File: config.mk
export PLATFORM = sky130hd
export DESIGN_NAME = fetch_stage
export DESIGN_NICKNAME = d
export VERILOG_FILES = /design/src/rtl/fetch_stage_pkg.sv /design/src/rtl/fetch_stage_pc_reg.sv /design/src/rtl/fetch_stage.sv
export SDC_FILE = /design/constraint.sdc
export NUM_CORES = 1
export LEC_CHECK = 0
export BUFFER_PORTS_ARGS = -buffer_cell sky130_fd_sc_hd__buf_2
export CAP_MARGIN = 10
export CELL_PAD_IN_SITES_DETAIL_PLACEMENT = 1
export CELL_PAD_IN_SITES_GLOBAL_PLACEMENT = 1
export CORE_MARGIN = 2
export CORE_UTILIZATION = 33
export DETAILED_ROUTE_END_ITERATION = 10
export PLACE_DENSITY = 0.73
export SLEW_MARGIN = 10
export SYNTH_ARGS = -nofsm -noshare
export SYNTH_HDL_FRONTEND = slang
export SYNTH_HIERARCHICAL = 1
export SYNTH_SLANG_ARGS = --single-unit
File: constraint.sdc
create_clock -name clk -period 1.75 [get_ports clk]
set_clock_uncertainty 0.05 [all_clocks]
set_input_delay 0.0875 -clock clk [delete_from_list [all_inputs] [get_ports clk]]
set_output_delay 0.0875 -clock clk [all_outputs]
set_load 0.1 [all_outputs]
File: src/rtl/fetch_stage_pkg.sv
// fetch_stage_pkg: shared pipeline constants and the IF/ID record
package fetch_stage_pkg;
  localparam int ADDR_W = 4;
  localparam logic [31:0] NOP_WORD = 32'h0000_0000;
  localparam logic [31:0] HALT_WORD = 32'hFFFF_FFFF;
  typedef struct packed {
    logic [31:0] instr;
    logic [ADDR_W-1:0] pc_next;
    logic valid;
  } if_id_t;
endpackage

File: src/rtl/fetch_stage_pc_reg.sv
// fetch_stage_pc_reg: program counter with target / +1 / hold next-PC mux, wrapping modulo 2^ADDR_W
module fetch_stage_pc_reg #(
  parameter int ADDR_W = 4
) (
  input  logic              clk,
  input  logic              reset,
  input  logic              load,
  input  logic              hold,
  input  logic [ADDR_W-1:0] target,
  output logic [ADDR_W-1:0] pc,
  output logic [ADDR_W-1:0] pc_inc
);
  assign pc_inc = pc + ADDR_W'(1);
  // redirect wins over hold; otherwise advance by one word
  always_ff @(posedge clk or posedge reset)
    if (reset) pc <= '0;
    else if (load) pc <= target;
    else if (!hold) pc <= pc_inc;
endmodule

File: src/rtl/fetch_stage.sv
// fetch_stage: PC, IF/ID latch, fetch counter and optional halt-on-HALT_WORD (FETCH_HALT_EN)
module fetch_stage
  import fetch_stage_pkg::*;
#(
  parameter int          ADDR_W   = fetch_stage_pkg::ADDR_W,
  parameter logic [31:0] NOP_WORD = fetch_stage_pkg::NOP_WORD
) (
  input  logic              clk,
  input  logic              reset,
  input  logic              stall_i,
  input  logic              flush_i,
  input  logic              branch_taken_i,
  input  logic [ADDR_W-1:0] branch_target_i,
  input  logic [31:0]       instr_i,
  output logic [ADDR_W-1:0] imem_addr_o,
  output logic [31:0]       if_id_instr_o,
  output logic [ADDR_W-1:0] if_id_pc_next_o,
  output logic              if_id_valid_o,
  output logic [15:0]       fetch_count_o,
  output logic              halted_o
);
  localparam int PW = $bits(if_id_t) - 33;
  logic [ADDR_W-1:0] pc, pc_inc;
  logic halted, bubble, capture, pc_hold;
  logic [15:0] cnt;
  if_id_t if_id;
  assign bubble = branch_taken_i | halted | flush_i;
  assign capture = !bubble && !stall_i;
  assign pc_hold = !branch_taken_i && (halted || (!flush_i && stall_i));
  fetch_stage_pc_reg #(.ADDR_W(ADDR_W)) u_pc (
    .clk(clk),
    .reset(reset),
    .load(branch_taken_i),
    .hold(pc_hold),
    .target(branch_target_i),
    .pc(pc),
    .pc_inc(pc_inc)
  );
  // IF/ID: bubble on redirect/halt/flush, hold on stall, else capture the fetched word
  always_ff @(posedge clk or posedge reset)
    if (reset) if_id <= '{instr: NOP_WORD, pc_next: '0, valid: 1'b0};
    else if (bubble) if_id <= '{instr: NOP_WORD, pc_next: '0, valid: 1'b0};
    else if (capture) if_id <= '{instr: instr_i, pc_next: PW'(pc_inc), valid: 1'b1};
  // saturating count of real captures
  always_ff @(posedge clk or posedge reset)
    if (reset) cnt <= '0;
    else if (capture && cnt != 16'hFFFF) cnt <= cnt + 16'd1;
`ifdef FETCH_HALT_EN
  // latch halt once HALT_WORD is captured; only a redirect resumes fetch
  always_ff @(posedge clk or posedge reset)
    if (reset) halted <= 1'b0;
    else if (branch_taken_i) halted <= 1'b0;
    else if (capture && instr_i == HALT_WORD) halted <= 1'b1;
`else
  assign halted = 1'b0;
`endif
  assign imem_addr_o = pc;
  assign if_id_instr_o = if_id.instr;
  assign if_id_pc_next_o = ADDR_W'(if_id.pc_next);
  assign if_id_valid_o = if_id.valid;
  assign fetch_count_o = cnt;
  assign halted_o = halted;
endmodule

## Word level (Yosys, flattened, before mapping)

Index checks and enable logic that the tools add are counted.

- Bitwise gates (word level): 1
- Reduce and logical (&&, ||, !) cells: 9
- Mux-type cells: 4
- Eq/ne operators: 2
- Add/sub/neg operators: 2

Operators by type and width:

| operator | number |
|---|---|
| $mux 37 | 2 |
| $add 16x1->16 const B | 1 |
| $ne 16x16->1 const B | 1 |
| $mux 4 | 2 |
| $add 4x1->4 const B | 1 |
| $logic_and 1x1->1 | 4 |
| $logic_not 1->1 | 4 |
| $ne 2x2->1 const B | 1 |
| $reduce_bool 2->1 | 1 |
| $or 1x1->1 | 1 |

- Bits in registers: 57
- Output and inout bits: 58
- Bits of input ports: 41
- Word-level logic and storage cells: 23

## Logic depth before layout (Yosys ltp)

- Word-level depth: 5
- Mapped depth: 5
- Depth with buffers taken out: 5

## Hierarchy

The synthesis kept the hierarchy.

Modules (own cells, without submodules):

| module | seq. area each (µm²) | cells an instance | instances | area each (µm²) |
|---|---|---|---|---|
| fetch_stage | 1326.3 | 160 | 1 | 2153.3 |
| fetch_stage_pc_reg | 100.1 | 25 | 1 | 232.7 |

## Least setup slack after synthesis

Ideal clock, no wire load.

- Path kind: reg2reg
- From: register cnt[0] (netlist: fetch_count_o[0])
- To: register cnt[1] (netlist: fetch_count_o[1])
- Arrival: 2.302 ns
- Path buffers: 0
- Cell stages (with the launch flop): 6
- Clock period less this slack: 2.479 ns
- Setup slack: -0.729 ns
- Setup time: 0.127 ns
- Required time: 1.573 ns
- Path through: dfrtp_1 ha_1 nand4_1 nor4_4 nor2_2 mux2_4

- Longest elaborated chain between the ends: 2
- Elaborated cells between the ends (all ways): 3
- Those cells by class: add/sub (1); eq/ne (1); reduce/logical (1)

RTL lines:

| item | RTL line | source |
|---|---|---|
| start: declaration | fetch_stage.sv:25 | `logic [15:0] cnt;` |
| start signal: assignment | fetch_stage.sv:47 | `else if (capture && cnt != 16'hFFFF) cnt <= cnt + 16'd1;` |
| branches (longest 2 deep; another with $add 16x1->16) | - |  |

Parallel ways; which one is timed is not known.
A chain may end at the register's enable or synchronous reset.

## Worst setup path after layout

- From: input stall_i
- To: register cnt[7] (netlist: fetch_count_o[7])

- Longest elaborated chain between the ends: 3

RTL lines:

| item | RTL line | source |
|---|---|---|
| start: declaration | fetch_stage.sv:10 | `input logic stall_i,` |
| $logic_not 1->1 | fetch_stage.sv:28 | `assign capture = !bubble && !stall_i;` |
| $logic_and 1x1->1 | fetch_stage.sv:28 |  |
| $logic_and 1x1->1 | fetch_stage.sv:47 |  |

Every way passes these cells.

==> results by group <==
Placed design
  • Routability cong.: 0.755
  • Dpl hpwl: 4440 um
  • Number of I/O port buffers: 97
  • Placed insts: 383
  • DP Worst Slack: 0.0802 ns

Yosys
  • Adder-cell share of the synthesized area: 0.0105
  • Largest family of logic cells by synthesized area: compound AO/OA/AOI/OAI gates
  • Seq/Total Area, Yosys: 0.598
  • EDFF count, synth: 0
  • Count leader, synth: dfrtp_1
  • Syn Area/Cell: 12.9 um2
  • Nets in the synthesized netlist: 228
  • Synth Area in Simple Gates: 0.132
  • Largest area contributor in the netlist: dfrtp_1
  • Mux contribution to synthesized area: 0.0199
  • Cells after synthesis: 185
  • Post-synth top cells: dfrtp_1, a22o_1, nand2_1, xor2_1, inv_1
  • Syn Std Cell Area: 2390 um2
  • Synth async-reset ratio: 1.00
  • Largest cells by area after synthesis: dfrtp_1, a22o_1, xor2_1
  • Synth Area in XOR/XNOR: 0.0551
  • Yosys top cell area share: 0.598
  • Yosys cell types: 40
  • Compound-Gate Fraction of Synth Area: 0.158
  • Top_reg_cell synth: dfrtp_1
  • Post-synthesis register bit count: 57
  • Synth warn: 6

STA
  • Final setup viols: 0
  • Max Clk Rate: 594 MHz
  • TNS Setup: 0 ns
  • Fin crit share: 0.962
  • RSZ-0062 raised after global routing: false
  • Slew Limit Fails: 0
  • Fin. Hold Viols: 0
  • Min Clock Period, post-route: 1.68 ns
  • PnR worst setup slack: 0.0666 ns

Global routing
  • Initial antenna violation count: 0
  • First-pass GRT wire length: 11800 um
  • Largest net degree at the start of global routing: 37
  • GR Overflow Total: 0
  • Gr usage total: 0.198
  • Vias in the first global route: 2348

Routing
  • Drc violations: 0
  • Starting DRT DRC Count: 60
  • Total wire length: 7310 um
  • Via count: 2115
  • Post-route ant nets: 0
  • DR vias/cell: 4.83
  • Routed length per instance: 16.7 um
  • TritonRoute pass-1 iters: 4

Worst setup path
  • CP required: 1.95 ns
  • Arrival time worst endpoint: 1.88 ns
  • Crit start category: primary input
  • Crit. End Element: register
  • Setup CP Type: in2reg
  • Max FO, Critical Path: 5

Clock network
  • CTS Root Cell: clkbuf_8
  • Clock buffer depth: 2
  • Clock slew at reported path FFs: 0.07 ns
  • Clock Sinks: 57
  • Setup bufs post-CTS: 0
  • H-tree depth: 3
  • Worst-Skew Late Latency: 0.33 ns
  • CTS tree: yes
  • Num CTS Buffers: 9

Cells and area
  • Fin cells: 438
  • FILL cells: 763
  • Diodes inserted: 0
  • Fraction of layout cells with a size suffix above 1: 0.485
  • Footprint of the multi-input gates: 952 um2
  • Area Growth Syn to Fin: 56.0%
  • Nets: 380
  • Final Core Density: 0.539
  • Register area: 1450 um2

Worst hold path
  • Hold Path Class: in2async

Die
  • Starting Density: 0.345
  • Die Height: 89.0 um
  • IO Count: 99
  • Die ar.: 7930 um2
  • Area of the core: 6910 um2
  • Row Count: 30
  • Die Span X: 89.0 um

Power
  • Pwr Density: 1080 nW/um2
  • VDD IR max: 0.506 mV
  • P_leak: 1.93 nW

Job
  • Max cap viols: 0

Outcome
  • Status: complete, no violations
==> cell type report <==
cell class                 count  share of cell area
multi-input combinational    114               0.256
tap                           96              0.0323
clock inverter                 6              0.0155
inverter                       7             0.00706
sequential                    57               0.390
clock buffer                  10              0.0370
timing repair buffer         148               0.263
==> cells by family after synthesis <==
kind of cell / after synthesis
xor gates and xnor gates: 15
adders and majority gates: 2
AOI/OAI and AO/OA: 46
other: 1
muxes: 4
DFF: 57
and+or+nand+nor: 46
buffers and inverters: 14
==> worst paths after layout <==
kind / start / endpoint / slack, ns / cells after the start
min in group clk: branch_taken_i / u_pc/pc[0] / 0.18 / 3
worst min register to register: fetch_count_o[15] / fetch_count_o[15] / 0.43 / 1
worst max register to register: fetch_count_o[0] / fetch_count_o[10] / 0.11 / 5
max in group asynchronous: reset / fetch_count_o[14] / 0.80 / 4
worst min-delay path: reset / u_pc/pc[0] / 0.15 / 3
worst max-delay path: stall_i / fetch_count_o[7] / 0.07 / 6
==> where the power goes <==
| group | leakage, nW | total (mW) | internal, mW | switching (mW) |
|---|---|---|---|---|
| combinational | 1.09 | 1.28 | 0.321 | 0.960 |
| clock | 0.102 | 1.21 | 0.685 | 0.526 |
| sequential | 0.737 | 1.53 | 1.43 | 0.105 |
==> cell usage in the layout, fill, tap and decap left out, types with 3 or more instances in the layout <==
master	count
xor2_1	11
buf_4	11
nand2_1	12
o21ai_0	4
dlygate4sd3_1	39
dfrtp_1	38
xnor2_1	4
nor4_2	3
nor3_1	3
a22o_1	36
nor2_1	3
clkbuf_8	10
buf_2	97
dfrtp_2	19
nand4_1	4
inv_1	6
clkinv_2	4
==> critical path: stages <==
cell and delay (ns):
dlygate4sd3_1 0.54, buf_2 0.17, nor4b_4 0.23, or3b_4 0.46
nor3_1 0.23, xnor2_1 0.15
==> per-layer routing <==
metal,wire length [um],global-route usage
met3,451,0.0508
met2,3650,0.336
met4,89,0.0773
met5,0,0
met1,3120,0.242
==> registers in the layout (all words and copies together), names as in the netlist <==
name	count
fetch_count_o	16
if_id_instr_o	32
if_id_pc_next_o	4
u_pc/pc	4
if_id_valid_o	1
==> timing repair <==
action / in CTS / in global routing
resized for setup: 0 / 3
setup endpoints to repair: 0 / 3
hold endpoints to repair: 63 / 0
hold buffers: 39 / 0
==> per-stage QoR <==
stage	area, um2	total power, mW	hold WS [ns]
2_1_floorplan	2430	2.47	-0.197
3_3_place_gp	3120	2.74	-0.0526
3_5_place_dp	3120	2.76	-0.0532
4_1_cts	3700	4.06	0.134
5_1_grt	3720	4.21	0.173
6_report	3720	4.02	0.152
No activity file was read; power rests on OpenSTA's default activity.
